===== config.mk =====
export PLATFORM = sky130hd
export DESIGN_NAME = goldschmidt_sequencer
export DESIGN_NICKNAME = d
export VERILOG_FILES = /design/src/rtl/goldschmidt_sequencer.sv
export SDC_FILE = /design/constraint.sdc
export NUM_CORES = 1
export LEC_CHECK = 0
export CAP_MARGIN = 10
export CORE_MARGIN = 4
export CORE_UTILIZATION = 40
export CTS_CLUSTER_SIZE = 40
export DETAILED_ROUTE_END_ITERATION = 10
export PLACE_DENSITY_LB_ADDON = 0.3
export SYNTH_ARGS = -nofsm -noshare
export SYNTH_HDL_FRONTEND = slang
export SYNTH_SLANG_ARGS = --single-unit

===== constraint.sdc =====
create_clock -name clock -period 3.8 [get_ports clock]
set_input_delay 0.76 -clock clock [delete_from_list [all_inputs] [get_ports clock]]
set_output_delay 0.76 -clock clock [all_outputs]
set_load 0.02 [all_outputs]

===== src/rtl/goldschmidt_sequencer.sv =====
// goldschmidt_sequencer
//   Iteration controller for a Goldschmidt divider. One external pipelined
//   multiplier (mul_a * mul_b -> mul_p, MUL_LAT cycles later) is time-shared
//   between the numerator and denominator updates of every iteration:
//     N <= N*F, D <= D*F, F <= 2 - D
//   All operands are Q1.23 (for W=24). Products arrive as Q2.46 and are
//   rescaled by taking bits [2W-2:W-1] (truncation).
//
// Ports
//   clock      rising-edge clock
//   reset_n    asynchronous active-low reset
//   start      request a division; only sampled while idle
//   dividend   N0, Q1.23, expected in [0.5,1)
//   divisor    D0, Q1.23, expected in [0.5,1); otherwise err is reported
//   busy       high while a division is in flight (not in the done cycle)
//   done       one-cycle pulse; quotient/err valid, held until next start
//   err        divisor was not normalised
//   quotient   Q1.23 result, all ones when err=1
//   mul_a      multiplier operand A (registered)
//   mul_b      multiplier operand B (registered)
//   mul_p      multiplier product, Q2.46

module goldschmidt_sequencer #(
  parameter int W       = 24,
  parameter int ITER    = 5,
  parameter int MUL_LAT = 1
) (
  input  logic           clock,
  input  logic           reset_n,
  input  logic           start,
  input  logic [W-1:0]   dividend,
  input  logic [W-1:0]   divisor,
  output logic           busy,
  output logic           done,
  output logic           err,
  output logic [W-1:0]   quotient,
  output logic [W-1:0]   mul_a,
  output logic [W-1:0]   mul_b,
  input  logic [2*W-1:0] mul_p
);

  typedef enum logic [2:0] {
    S_IDLE,
    S_ISSUE_N,
    S_ISSUE_D,
    S_WAIT,
    S_CAPTURE,
    S_FINISH
  } state_t;

  // cyc counts cycles since ISSUE_N; it must reach MUL_LAT+1 (CAPTURE).
  localparam int CW = $clog2(MUL_LAT + 2);
  localparam logic [CW-1:0] LAT_C   = CW'(MUL_LAT);
  localparam logic [3:0]    IT_LAST = 4'(ITER - 1);

  state_t         state_reg, state_next;
  logic [W-1:0]   n_reg, n_next;
  logic [W-1:0]   d_reg, d_next;
  logic [W-1:0]   f_reg, f_next;
  logic [W-1:0]   np_reg, np_next;      // N-product held until CAPTURE
  logic [3:0]     it_reg, it_next;
  logic [CW-1:0]  cyc_reg, cyc_next;
  logic           err_reg, err_next;
  logic [W-1:0]   quot_reg, quot_next;
  logic [W-1:0]   mul_a_reg, mul_a_next;
  logic [W-1:0]   mul_b_reg, mul_b_next;

  // Q2.46 -> Q1.23 by truncation; the top bit cannot be set for legal
  // operands and the low bits are simply dropped.
  logic [W-1:0] prod_scaled;
  logic [W-1:0] prod_neg;
  logic [W-1:0] divisor_neg;
  logic         divisor_ok;
  logic         mul_p_unused;

  assign prod_scaled  = mul_p[2*W-2:W-1];
  assign prod_neg     = -prod_scaled;   // 2 - x in Q1.23 is two's complement mod 2^W
  assign divisor_neg  = -divisor;
  assign divisor_ok   = ~divisor[W-1] & divisor[W-2];
  assign mul_p_unused = ^{mul_p[2*W-1], mul_p[W-2:0]};

  always_ff @(posedge clock or negedge reset_n) begin
    if (!reset_n) begin
      state_reg <= S_IDLE;
      n_reg     <= '0;
      d_reg     <= '0;
      f_reg     <= '0;
      np_reg    <= '0;
      it_reg    <= '0;
      cyc_reg   <= '0;
      err_reg   <= 1'b0;
      quot_reg  <= '0;
      mul_a_reg <= '0;
      mul_b_reg <= '0;
    end else begin
      state_reg <= state_next;
      n_reg     <= n_next;
      d_reg     <= d_next;
      f_reg     <= f_next;
      np_reg    <= np_next;
      it_reg    <= it_next;
      cyc_reg   <= cyc_next;
      err_reg   <= err_next;
      quot_reg  <= quot_next;
      mul_a_reg <= mul_a_next;
      mul_b_reg <= mul_b_next;
    end
  end

  always_comb begin
    state_next = state_reg;
    n_next     = n_reg;
    d_next     = d_reg;
    f_next     = f_reg;
    np_next    = np_reg;
    it_next    = it_reg;
    cyc_next   = cyc_reg;
    err_next   = err_reg;
    quot_next  = quot_reg;
    mul_a_next = mul_a_reg;
    mul_b_next = mul_b_reg;

    case (state_reg)
      S_IDLE: begin
        if (start) begin
          n_next   = dividend;
          d_next   = divisor;
          f_next   = divisor_neg;
          it_next  = '0;
          err_next = ~divisor_ok;
          if (divisor_ok) begin
            // Operands are registered, so they must be loaded on the way
            // into ISSUE_N to be on the multiplier during that cycle.
            mul_a_next = dividend;
            mul_b_next = divisor_neg;
            state_next = S_ISSUE_N;
          end else begin
            quot_next  = '1;
            state_next = S_FINISH;
          end
        end
      end

      S_ISSUE_N: begin
        mul_a_next = d_reg;
        mul_b_next = f_reg;
        cyc_next   = CW'(1);
        state_next = S_ISSUE_D;
      end

      // ISSUE_D and WAIT share the counter: the N-product shows up exactly
      // MUL_LAT cycles after ISSUE_N, and the D-product one cycle later,
      // which is the CAPTURE cycle.
      S_ISSUE_D, S_WAIT: begin
        cyc_next = cyc_reg + CW'(1);
        if (cyc_reg == LAT_C) begin
          np_next    = prod_scaled;
          state_next = S_CAPTURE;
        end else begin
          state_next = S_WAIT;
        end
      end

      S_CAPTURE: begin
        n_next  = np_reg;
        d_next  = prod_scaled;
        f_next  = prod_neg;
        it_next = it_reg + 4'd1;
        if (it_reg == IT_LAST) begin
          quot_next  = np_reg;
          state_next = S_FINISH;
        end else begin
          mul_a_next = np_reg;
          mul_b_next = prod_neg;
          state_next = S_ISSUE_N;
        end
      end

      S_FINISH: begin
        state_next = S_IDLE;
      end

      default: begin
        state_next = S_IDLE;
      end
    endcase
  end

  assign busy     = (state_reg != S_IDLE) && (state_reg != S_FINISH);
  assign done     = (state_reg == S_FINISH);
  assign err      = err_reg;
  assign quotient = quot_reg;
  assign mul_a    = mul_a_reg;
  assign mul_b    = mul_b_reg;

endmodule


Word-level counts from Yosys, hierarchy flattened
Index checks and enable logic that the tools add are counted.
{"block": "classes", "bitwise": 3, "n_addsub": 4, "eq_ne": 13, "mux": 24, "reduce_logical": 12}
{"operator": "$mux 24", "n": 11}
{"operator": "$pmux 24 s2", "n": 3}
{"operator": "$pmux 24 s3", "n": 2}
{"operator": "$neg 24->24", "n": 2}
{"operator": "$mux 3", "n": 4}
{"operator": "$pmux 3 s4", "n": 1}
{"operator": "$ne 2x2->1 const B", "n": 5}
{"operator": "$pmux 4 s2", "n": 1}
{"operator": "$reduce_and 4->1", "n": 2}
{"operator": "$eq 3x2->1 const B", "n": 2}
{"operator": "$eq 3x3->1 const B", "n": 2}
{"operator": "$reduce_and 2->1", "n": 3}
{"operator": "$reduce_bool 3->1", "n": 2}
{"operator": "$add 4x1->4 const B", "n": 1}
{"operator": "$eq 4x3->1 const B", "n": 1}
{"operator": "$mux 4", "n": 1}
{"operator": "$pmux 2 s2", "n": 1}
{"operator": "$reduce_bool 2->1", "n": 2}
{"operator": "$eq 3x1->1 const B", "n": 1}
{"operator": "$logic_not 3->1", "n": 1}
{"operator": "$ne 3x3->1 const B", "n": 1}
{"operator": "$add 2x1->2 const B", "n": 1}
{"operator": "$eq 2x1->1 const B", "n": 1}
{"operator": "$not 1->1", "n": 2}
{"operator": "other kinds (3)", "n": 3}
{"block": "totals", "register_bits": 154, "wordCells": 66, "output_inout_bits": 75}

Longest topological paths before layout
{"block": "depth", "ltp_word": 5, "mapped_depth": 9, "ltp_nobuf": 8}

Worst setup path after synthesis
No wires, ideal clock.
{"block": "synth_timing", "path_type": "in2reg", "from": "input divisor[0]", "to": "register mul_b_reg[10] (netlist: mul_b[10])", "slack_ns": 1.364, "t_required_ns": 3.718, "arrival_ns": 2.354, "path_stages": 8, "cell_sequence": "inv_1 -> ha_1 -> nor3b_1 -> nand2_1 -> or4_1 -> xor2_1 -> nand3_1 -> a31oi_1"}
{"block": "synth_via", "elab_chain_cells": 4}
{"element": "from (decl)", "line": "32", "rtl": "input logic [W-1:0] divisor,"}
{"element": "$neg 24->24", "line": "78", "rtl": "assign divisor_neg = -divisor;"}
{"element": "$mux 24", "line": "131", "rtl": "if (divisor_ok) begin"}
{"element": "$mux 24", "line": "125", "rtl": "if (start) begin"}
{"element": "$pmux 24 s3", "line": "123", "rtl": "case (state_reg)"}
{"element": "to (signal assigned)", "line": "106", "rtl": "mul_b_reg <= mul_b_next;"}
{"element": "to (decl)", "line": "66", "rtl": "logic [W-1:0] mul_b_reg, mul_b_next;"}
No other way between the ends. The select of a mux whose other input is x is not followed.
A chain may end at the register's enable or synchronous reset.

Worst setup path in the final report
{"block": "layout_timing", "from": "register state_reg[2]", "to": "output done"}
{"block": "layout_via", "elab_chain_cells": 1}
{"element": "from (decl)", "line": "56", "rtl": "state_t state_reg, state_next;"}
{"element": "from (signal assigned)", "line": "96", "rtl": "state_reg <= state_next;"}
{"element": "$eq 3x3->1", "line": "190", "rtl": "assign done = (state_reg == S_FINISH);"}
{"element": "to (decl)", "line": "34", "rtl": "output logic done,"}
No other way between the ends.

==> results.py <==
metrics = {
    "clock_network": {
        "root_buffer": "clkbuf_16",
        "cts_buffer_depth": 2,
        "path_clk_slew_ps": 60,
        "post-cts-setup-buffers": 0,
        "cts_tree": "done",
        "cts_made_buffers": 17,
        "cts_resized": 0,
        "cts.sinks": 153,
        "ctsHoldBuffers": 0,
        "cts_htree_levels": 4,
        "clock_latency_ps": 420,
    },
    "logic_synthesis": {
        "synthAdderAreaFrac_pct": 0.828,
        "yosys.area_share.xor_xnor_pct": 4.75,
        "yosysTopAreaCellShare_pct": 50.6,
        "synthArstFlopShare_pct": 100,
        "yosys-top-cells-area": "dfrtp_1 (51%), nand2_1 (5.7%), a31oi_1 (5.5%)",
        "synth-compound-area-share_pct": 18.4,
        "synth_commonest_cells": "dfrtp_1 (153), nand2_1 (115), nor2_1 (93), a31oi_1 (67), clkbuf_1 (43)",
        "syn-num-nets": 889,
        "syn_avg_cell_area_sq_um": 9.63,
        "ys_types": 56,
        "synthCells": 785,
        "synth.mux.area_fraction_pct": 4.87,
        "synth_area_leader_cell": "dfrtp_1",
        "yosysMostFrequentCell": "dfrtp_1",
        "yosys_register_bits": 153,
        "synth_ff_type": "dfrtp_1",
        "syn-cell-area_sq_mm": 0.00756,
        "ys_warn_count": 0,
        "yosys.area_share.simple_pct": 17.2,
        "synth_edf_count": 0,
        "ys_seq_area_share_pct": 50.6,
        "synth_top_family_by_area": "compound AO/OA/AOI/OAI gates",
    },
    "pwr": {
        "p_per_area_mw_per_mm2": 825,
        "power_leakage_nw": 3.86,
        "ir_drop_mv": 0.456,
    },
    "timing": {
        "slew_viol_final": 0,
        "timing.final.crit_share_pct": 77.0,
        "fin_skew_ps": 9.63,
        "hold_viol_final": 0,
        "slew_headroom_pct": 50.7,
        "rsz0062_at_grt": "no",
        "worst_pin_slew_ps": 739,
        "max_freq_mhz": 342,
        "finalCriticalPeriod_ps": 2920,
        "tns_ps": 0,
        "setup_viol": 0,
    },
    "die": {
        "row_count": 50,
        "io_pins": 174,
        "die_w_um": 145,
        "initial_utilization_pct": 40.6,
        "core_area_sq_mm": 0.0186,
        "die_h_um": 145,
        "dieArea_sq_mm": 0.0212,
    },
    "worst_setup_path": {
        "max_stage_delay_ps": 720,
        "startpoint_type": "register",
        "endpoint_kind": "output pin",
        "cp_max_fo": 17,
        "cp_cell_sequence": "clkinv_1, nor3b_1, clkdlybuf4s50_1",
        "worstPathRequired_ps": 3040,
        "slowest_stage": "dfrtp_1",
        "critPathKind": "reg2out",
        "arrival_ps": 2160,
    },
    "job": {
        "maxCapViolations": 0,
    },
    "placement": {
        "gp_congestion": 0.868,
        "portBuffers": 149,
        "placedCellCount": 1138,
        "place_area_sq_mm": 0.00936,
        "post-dp-hpwl_um": 15800,
    },
    "global_route": {
        "overflow": 0,
        "grt_first_pass_wirelength_um": 36700,
        "grt_max_degree": 68,
        "antenna_found_initial": 0,
        "grt_pass1_vias": 6624,
        "track_usage_pct": 21.8,
    },
    "drt": {
        "drc": 0,
        "vias": 6611,
        "drt_pass1_iterations": 5,
        "routed-wl-met3_um": 1490,
        "drt-initial-drc-count": 491,
        "wirelength_um": 23000,
        "wl_per_cell_um": 19.7,
        "wl_met1_um": 10000,
        "met2_length_um": 10900,
        "drtAntennaViolNets": 0,
        "highest_layer": "met4",
        "via_per_inst": 5.66,
    },
    "run_status": {
        "status": "completed",
    },
    "finish": {
        "multi_input_area_sq_mm": 0.00350,
        "n_fill_cell": 1726,
        "syn2layout_area_growth_pct": 31.2,
        "drive_gt1_share_pct": 9.85,
        "n_antenna_cell": 0,
        "seq_area_sq_mm": 0.00383,
        "fin_area_sq_mm": 0.00992,
        "fin_cells": 1168,
        "final_util_pct": 53.2,
        "fin_nets": 1027,
    },
    "worst_hold_path": {
        "hp-class": "in2async",
    },
}
report_power, final:
part           internal (W)  switching [W]
clock network      0.000988       0.000664
logic               0.00158        0.00208
registers           0.00238       0.000488
total               0.00495        0.00323
final cells by class:
class,count,area share (%)
Clock buffer,21,4.64
Clock inverter,9,1.01
Inverter,8,0.303
Multi-Input combinational cell,568,35.3
Sequential cell,153,38.6
Tap cell,234,2.95
Timing Repair Buffer,175,17.1
worst max-delay path, delay by kind of cell, from the launching register on:
kind	cells	cell delay [ps]
flops	1	720
simple gates	1	210
buf+inv	2	810
path summary, 6_finish.rpt:
kind / startpoint / endpoint / slack, ps / depth (start not counted)
setup / recovery: state_reg[2]$_DFFE_PN0N_ / done / 880 / 3
hold / removal: reset_n / f_reg[16]$_DFFE_PN0P_ / 320 / 1
setup reg to reg: state_reg[2]$_DFFE_PN0N_ / mul_b[12]$_DFFE_PN0P_ / 1260 / 7
hold reg to reg: cyc_reg[0]$_DFFE_PN0P_ / cyc_reg[0]$_DFFE_PN0P_ / 480 / 1
max in group asynchronous: reset_n / mul_b[21]$_DFFE_PN0P_ / 2700 / 2
min in group clock: cyc_reg[0]$_DFFE_PN0P_ / cyc_reg[0]$_DFFE_PN0P_ / 480 / 1
kinds of logic (layout without fill, tap and decap cells):
logic type / count (synthesis) / count (layout)
AO/OA/AOI/OAI: 205 / 205
XOR/XNOR: 41 / 41
buffers and inverters: 64 / 213
flip-flops: 153 / 153
AND/OR/NAND/NOR: 283 / 283
multiplexers: 34 / 34
adder cells (fa/ha/maj): 5 / 5
metal layers:
layer,up-vias,GRT usage [%]
li1,3114,-
met1,3230,28.6
met2,232,35.3
met3,35,5.54
met4,0,7.50
met5,-,0
stage by stage:
stage | power (W) | hold slack [ps] | setup slack (ps)
2_1_floorplan | 0.00508 | 448 | 1360
3_3_place_gp | 0.00647 | 461 | 680
3_5_place_dp | 0.00656 | 466 | 653
4_1_cts | 0.00823 | 343 | 837
5_1_grt | 0.00872 | 359 | 696
6_report | 0.00818 | 321 | 875
layout by cell type, fill, tap and decap left out, types with 3 or more instances in the layout:
master	count
a21oi_1	20
a221oi_1	6
a22oi_1	38
a31oi_1	67
and3_1	3
buf_4	25
clkbuf_16	17
clkdlybuf4s50_1	148
clkinv_2	5
dfrtp_1	153
ha_1	5
inv_1	7
mux2_2	22
mux2i_1	12
nand2_1	114
nand3_1	12
nand4_1	4
nor2_1	92
nor2b_1	6
nor3_1	10
nor3b_1	5
nor4_1	10
o21ai_0	22
o21bai_1	3
o22a_1	24
o22ai_1	8
o31ai_1	3
or4_1	6
xnor2_1	24
xor2_1	17
No activity file was read; power rests on OpenSTA's default activity.
